--- src/rtl/img_sram_arbiter.sv ---
// Request/grant arbiter sharing one img_sram_4_64 port between NREQ requesters.
// Define IMG_SRAM_ARB_RR_EN for round-robin selection; otherwise index 0 has the highest priority.
module img_sram_arbiter #(
  parameter int unsigned NREQ      = 3,
  parameter int unsigned MAX_BURST = 16,
  parameter int unsigned ROW_W     = 3,
  parameter int unsigned COL_W     = 6,
  localparam int unsigned CTRL_W   = 8 + ROW_W + COL_W + 2
) (
  input  logic                         i_clk,
  input  logic                         i_rst,
  input  logic [NREQ-1:0]              i_req,
  input  logic [NREQ-1:0]              i_lock,
  input  logic [NREQ-1:0][CTRL_W-1:0]  i_ctrl_in,
  output logic [NREQ-1:0]              o_gnt,
  output logic [NREQ-1:0]              o_rvalid,
  output logic [7:0]                   o_rdata,
  output logic [CTRL_W-1:0]            o_sram_ctrl,
  input  logic [7:0]                   i_sram_dout,
  output logic                         o_busy
);

  localparam int unsigned IDX_W = $clog2(NREQ);
  // Control word is {din, row, col, write_en, sense_en}; hold is a bare sense.
  localparam logic [CTRL_W-1:0] HOLD_CTRL = CTRL_W'(1);
  localparam logic [7:0]        BURST_LIM = 8'(MAX_BURST);

  typedef enum logic [0:0] {StIdle, StGrant} state_e;

  state_e           r_state, w_state_nxt;
  logic [IDX_W-1:0] r_own, w_own_nxt;
  logic [7:0]       r_hold, w_hold_nxt, w_hold_inc;
  logic [NREQ-1:0]  r_rvalid, w_rvalid_nxt;
  logic [NREQ-1:0]  w_own_oh, w_others;
  logic [IDX_W-1:0] w_last;
  logic             w_contend, w_release, w_new_grant, w_issue, w_read;

  // Scan starts just after 'last' and wraps, so the first set bit found wins.
  function automatic logic [IDX_W-1:0] f_pick(input logic [NREQ-1:0] mask,
                                               input logic [IDX_W-1:0] last);
    logic [IDX_W-1:0] win   = '0;
    logic             found = 1'b0;
    logic [IDX_W-1:0] idx;
    for (int unsigned k = 1; k <= NREQ; k++) begin
      idx = IDX_W'((32'(last) + k) % NREQ);
      if (!found && mask[idx]) begin
        win   = idx;
        found = 1'b1;
      end
    end
    return win;
  endfunction

`ifdef IMG_SRAM_ARB_RR_EN
  logic [IDX_W-1:0] r_ptr;

  always_ff @(posedge i_clk) begin
    if (i_rst) begin
      r_ptr <= IDX_W'(NREQ - 1);
    end else if (w_new_grant) begin
      r_ptr <= w_own_nxt;
    end
  end

  assign w_last = r_ptr;
`else
  assign w_last = IDX_W'(NREQ - 1);
`endif

  always_ff @(posedge i_clk) begin
    if (i_rst) begin
      r_state  <= StIdle;
      r_own    <= '0;
      r_hold   <= '0;
      r_rvalid <= '0;
    end else begin
      r_state  <= w_state_nxt;
      r_own    <= w_own_nxt;
      r_hold   <= w_hold_nxt;
      r_rvalid <= w_rvalid_nxt;
    end
  end

  assign w_own_oh   = NREQ'(1) << r_own;
  assign w_others   = i_req & ~w_own_oh;
  assign w_contend  = |w_others;
  assign w_hold_inc = (r_hold == 8'hFF) ? r_hold : r_hold + 8'd1;
  assign w_release  = !i_req[r_own] ||
                      (w_contend && (!i_lock[r_own] || w_hold_inc >= BURST_LIM));

  always_comb begin
    w_state_nxt = r_state;
    w_own_nxt   = r_own;
    w_hold_nxt  = r_hold;
    w_new_grant = 1'b0;
    unique case (r_state)
      StIdle: begin
        if (|i_req) begin
          w_state_nxt = StGrant;
          w_own_nxt   = f_pick(i_req, w_last);
          w_hold_nxt  = '0;
          w_new_grant = 1'b1;
        end
      end
      StGrant: begin
        if (w_release) begin
          w_hold_nxt = '0;
          // The owner is masked out so a yielding requester cannot win straight back.
          if (w_contend) begin
            w_own_nxt   = f_pick(w_others, w_last);
            w_new_grant = 1'b1;
          end else begin
            w_state_nxt = StIdle;
          end
        end else if (w_contend) begin
          w_hold_nxt = w_hold_inc;
        end
      end
      default: w_state_nxt = StIdle;
    endcase
  end

  always_comb begin
    w_issue      = (r_state == StGrant) && i_req[r_own];
    o_sram_ctrl  = w_issue ? i_ctrl_in[r_own] : HOLD_CTRL;
    w_read       = w_issue && !i_ctrl_in[r_own][1] && i_ctrl_in[r_own][0];
    w_rvalid_nxt = w_read ? w_own_oh : '0;
    o_gnt        = (r_state == StGrant) ? w_own_oh : '0;
    o_busy       = (r_state == StGrant);
    o_rvalid     = r_rvalid;
  end

  assign o_rdata = i_sram_dout;

endmodule
--- config.mk ---
export PLATFORM = sky130hd
export DESIGN_NAME = img_sram_arbiter
export DESIGN_NICKNAME = d
export VERILOG_FILES = /design/src/rtl/img_sram_arbiter.sv
export SDC_FILE = /design/constraint.sdc
export NUM_CORES = 1
export LEC_CHECK = 0
export CAP_MARGIN = 20
export CORE_MARGIN = 2
export CORE_UTILIZATION = 31
export DETAILED_ROUTE_END_ITERATION = 7
export GPL_TIMING_DRIVEN = 0
export MAX_ROUTING_LAYER = met4
export PLACE_DENSITY = 0.77
export REMOVE_ABC_BUFFERS = 1
export SLEW_MARGIN = 20
export SYNTH_ARGS = -nofsm -noshare
export SYNTH_HDL_FRONTEND = slang
export SYNTH_SLANG_ARGS = --single-unit
--- constraint.sdc ---
create_clock -name i_clk -period 1.61 [get_ports i_clk]
set_input_delay 0.322 -clock i_clk [delete_from_list [all_inputs] [get_ports i_clk]]
set_output_delay 0.322 -clock i_clk [all_outputs]
set_load 0.05 [all_outputs]
# Word level (Yosys, flattened, before mapping)
# Index checks and enable logic that the tools add are counted.
[totals]
output_inout_bits = 34
inputBits = 73
regBits = 14
[classes]
n_lt_le_gt_ge = 2
n_reduce_logical = 22
addsub = 1
bitwise = 4
mux = 39
n_eq_ne = 5
shift = 1
[op_table]
columns = ["cell", "n"]
rows = [
  ["$bmux W19 S2", 1],
  ["$mux W19", 2],
  ["$mux W8", 4],
  ["$mux W1", 21],
  ["$pmux W8 S2", 1],
  ["$mux W2", 5],
  ["$add A8 B1 Y8 const B", 1],
  ["$eq A8 B8 Y1 const B", 1],
  ["$ge A8 B5 Y1 const B", 1],
  ["$logic_and A1 B1 Y1", 8],
  ["$logic_not A1 Y1", 7],
  ["$reduce_or A3 Y1", 2],
  ["$bmux W1 S2", 2],
  ["$ne A2 B1 Y1 const B", 2],
  ["$pmux W2 S2", 1],
  ["$and A3 B3 Y3", 1],
  ["$lt A2 B3 Y1 const B", 1],
  ["$mux W3", 1],
  ["$ne A3 B1 Y1 const B", 1],
  ["$not A3 Y3", 1],
  ["$reduce_and A3 Y1", 1],
  ["$shl A1 B2 Y3 const A", 1],
  ["$logic_or A1 B1 Y1", 2],
  ["$ne A2 B2 Y1 const B", 1],
  ["other kinds (4)", 5],
]

# Depth between registers and ports, before layout
[depth]
depth_word = 20
ltp_mapped = 8
mapped_depth_nobuf = 7

# Worst setup path before layout
# Ideal clock, no wire load.
[synth_path]
path_type = "register to output"
from = "register r_state (netlist: o_busy)"
to = "output o_sram_ctrl[10]"
stages_incl_launch_ff = 5
arrival_ns = 1.912
t_required_ns = 1.288
path_buffers = 2
path_slack_ns = -0.624
path_cell_list = "dfxtp_1 -> clkbuf_1 -> o21ai_1 -> buf_2 -> nor2_1"
[synth_between]
elab_chain_cells = 2
[synth_rtl]
columns = ["item", "line", "rtl"]
rows = [
  ["start, declared", "30", "state_e r_state, w_state_nxt;"],
  ["start signal, assigned", "72", "r_state <= StIdle;"],
  ["start signal, assigned", "77", "r_state <= w_state_nxt;"],
  ["$logic_and A1 B1 Y1", "124", "w_issue = (r_state == StGrant) && i_req[r_own];"],
  ["$mux W19", "125", "o_sram_ctrl = w_issue ? i_ctrl_in[r_own] : HOLD_CTRL;"],
  ["end, declared", "18", "output logic [CTRL_W-1:0] o_sram_ctrl,"],
]
# No other way between the ends.

# Final worst setup path
[layout_path]
from = "register r_own[1]"
to = "output o_sram_ctrl[14]"
[layout_between]
elab_chain_cells = 4
word_cells_on_any_way = 6
classes_between = "5 x mux; 1 x reduce/logical"
[layout_rtl]
columns = ["item", "line", "rtl"]
rows = [
  ["start, declared", "31", "logic [IDX_W-1:0] r_own, w_own_nxt;"],
  ["start signal, assigned", "78", "r_own <= w_own_nxt;"],
  ["$bmux W1 S2", "124", ""],
  ["$mux W1 (not written as such)", "124", ""],
  ["$logic_and A1 B1 Y1", "124", ""],
  ["$mux W19 (*)", "125", ""],
]
# Mark *: on every way between the ends. The rest lies on a longest branch, timed or not. The select of a mux whose other input is x is not followed.

==> flow_metrics.py <==
metrics = {
    "cells_and_area": {
        "diodes": 0,
        "finalNetCount": 370,
        "fillCellCount": 393,
        "final_core_util_pct": 60.2,
        "drive_above_1_share_pct": 34.6,
        "post-route-cell-area_sq_um": 2790,
        "area.growth.synth_to_final_pct": 90.0,
        "stdcell_count": 349,
    },
    "worst_setup_path": {
        "crit_path_cell_trace": "mux2i_1 -> nor2_2 -> o21ai_4 -> buf_12 -> nor2_2 -> buf_6",
        "cp_slowest_cell": "dfxtp_4",
        "critPathMaxFanout": 16,
        "cp-start-kind": "flop",
        "rr_endpoint": "r_hold[2]",
        "critPathBufInv": 2,
        "cp.arrival_ns": 1.60,
        "cp-end-kind": "primary output",
        "critPathKind": "flop to primary output",
        "slowest_delay_ns": 0.40,
        "r2r_start": "r_own[1]",
        "cp-startpoint": "r_own[1]",
        "reg2reg_slack_ns": -0.28,
        "ff2ff_path_depth": 8,
        "crit_required_ns": 1.29,
        "cpMostUsedCell": "nor2_2",
        "crit_family": "flip-flops",
    },
    "detailed_routing": {
        "wl_met1_mm": 2.07,
        "vias_per_cell": 5.28,
        "drt_iter0_markers": 69,
        "vias": 1844,
        "post-route-drc-count": 0,
        "wl_per_cell_microns": 15.0,
        "top_layer": "met4",
        "ant_nets": 0,
        "wl_met2_mm": 2.82,
        "wl_met3_microns": 278,
        "first_pass_iters": 4,
        "routed_wl_mm": 5.25,
    },
    "global_routing": {
        "grt_usage_pct": 19.9,
        "antenna_found_initial": 0,
        "grt_pass1_vias": 1782,
        "grt_first_pass_wirelength_mm": 8.16,
        "grt_max_degree": 17,
        "gr-total-overflow": 0,
    },
    "synthesis": {
        "yosysMostFrequentCell": "nor2_1",
        "syn_area_sq_um": 1470,
        "yosysWarnings": 0,
        "syn_area_per_cell_sq_um": 7.41,
        "postSynth.asyncResetShare_pct": 0,
        "ys.flop_type": "dfxtp_1",
        "synth_seq_cells": 14,
        "ys_seq_area_share_pct": 19.1,
        "synthCells": 198,
        "synth_top_area_share_pct": 19.1,
        "synthTopCellsByArea": "dfxtp_1, mux2i_1, nor2_1, a21oi_1, buf_4",
        "synth_top_cell_by_area": "dfxtp_1",
        "synth_edf_count": 0,
        "synth_common_cells": "nor2_1, a21oi_1, mux2i_1",
        "ys_types": 51,
    },
    "floorplan": {
        "core_area_sq_um": 4630,
        "std_cell_rows": 25,
        "die_x_microns": 72.8,
        "num_io_pins": 107,
        "dieArea_sq_um": 5300,
        "start_util_pct": 31.7,
        "die_y_microns": 72.8,
    },
    "timing": {
        "worstMarginPinSlew_ns": 0.623,
        "whs_ns": 0.502,
        "fin_skew_ns": 0.00237,
        "min_period_ns": 1.92,
        "rsz0062_at_grt": "yes",
        "final-setup-viol-count": 30,
        "worst_slack_ns": -0.310,
        "slew_viol_final": 0,
        "fin_crit_sh_pct": 119,
        "max_freq_mhz": 521,
        "hold_viol_final": 0,
        "max_slew_margin_pct": 58.4,
    },
    "placement": {
        "pre_cts_ws_ns": -1.61,
        "gp_congestion": 0.756,
        "dp.cells": 322,
        "io_buffers": 90,
        "post-dp-hpwl_mm": 3.36,
        "placed_cell_area_sq_um": 2360,
    },
    "power_and_ir_drop": {
        "seq_power_share_pct": 23.4,
        "p_int_mw": 1.00,
        "p_sw_uw": 596,
        "irDropWorstVdd_mv": 0.283,
        "switching_share_pct": 37.3,
        "comb_power_share_pct": 55.1,
        "p_leak_nw": 1.09,
        "powerDensity_nw_per_um2": 573,
        "clkPwrFrac_pct": 21.5,
    },
    "job": {
        "drv_cap": 0,
    },
    "clock_network": {
        "cts-root-buf": "clkbuf_8",
        "cts_tree": "built",
        "worstSkewPairLatency_ns": 0.25,
        "cts_buffer_depth": 2,
        "htree_levels": 1,
        "path_clk_slew_ns": 0.06,
        "cts.sinks": 14,
        "cts-buffers-inserted": 3,
    },
    "worst_hold_path": {
        "holdCritStartpoint": "r_hold[6]",
        "min_delay_path_depth": 1,
        "hold_end": "r_hold[6]",
        "hp-class": "flop to flop",
    },
    "outcome": {
        "outcome": "finished with violations",
        "violations": "negative setup slack",
    },
}
## how the worst max path moves through the flow
| stage | to | depth (start not counted) |
|---|---|---|
| floorplan | o_sram_ctrl[10] | 4 |
| global placement | o_sram_ctrl[8] | 5 |
| detailed placement | o_sram_ctrl[2] | 5 |
| CTS | o_sram_ctrl[8] | 6 |
| global route | o_sram_ctrl[4] | 6 |
| finish | o_sram_ctrl[14] | 6 |
## flip-flops by register name, indices dropped and copies added (netlist names)
register  count
r_hold        8
o_rvalid      3
r_own         2
o_busy        1
## cell families after synthesis
| logic type | after synthesis | synth area share (%) |
|---|---|---|
| AO/OA/AOI/OAI | 45 | 21.2 |
| AND/OR/NAND/NOR | 85 | 30.5 |
| buffers and inverters | 27 | 10.3 |
| adder cells (fa/ha/maj) | 1 | 0.852 |
| XOR/XNOR | 3 | 2.30 |
| multiplexers | 23 | 15.7 |
| flip-flops | 14 | 19.1 |
## metal layers
layer | vias to the layer above | global-route usage [%]
met5 | - | -
met4 | 0 | 3.70
met3 | 12 | 5.11
met2 | 87 | 36.8
met1 | 860 | 21.4
li1 | 885 | -
## metrics by stage
stage,power (mW),setup TNS (ns)
after detailed placement,1.09,-42.28
after global routing,1.68,-9.45
after CTS,1.53,-7.10
final,1.60,-7.63
after global placement,1.06,-73.74
after floorplan,0.763,-39.18
## placed cells by master, fill, tap and decap left out, types with 2 or more instances in the layout
cell type	count
dlygate4sd2_1	5
clkdlybuf4s15_1	2
and2_1	4
clkdlybuf4s50_1	61
nand2_1	5
nor2_1	22
nor3_1	4
o21ai_4	2
buf_4	16
buf_12	2
buf_6	27
dfxtp_1	9
xor2_2	2
mux2i_1	23
inv_1	3
o21ai_1	3
dfxtp_2	3
nand2b_1	3
a31oi_1	2
clkbuf_8	4
nand3_2	3
dfxtp_4	2
or3_1	2
nor2_2	21
nand3b_1	4
a21oi_1	22
nor3_2	3
o2bb2ai_1	2
## power groups by stage
stage / combinational (mW) / clock [mW] / sequential, mW
after global routing: 0.935 / 0.369 / 0.375
after detailed placement: 0.686 / 0 / 0.401
final: 0.881 / 0.344 / 0.373
after CTS: 0.810 / 0.352 / 0.371
after floorplan: 0.360 / 0 / 0.403
after global placement: 0.650 / 0 / 0.408
## layout make-up
class / instances / area [sq um] / area share, %
repair buffers: 116 / 1190 / 42.5
multi-input cells: 157 / 1170 / 42.1
flip-flops and latches: 14 / 292 / 10.5
well taps: 54 / 67.6 / 2.42
clock buffers: 4 / 55.1 / 1.97
inverters: 4 / 15.0 / 0.538
## timing repair
action                     4_1_cts  5_1_grt
hold buffers                     0        0
pin swaps                       11       11
gates resized for setup        180       31
setup endpoints to repair       39       33
buffers inserted                18        5
No activity file was read; power rests on OpenSTA's default activity.
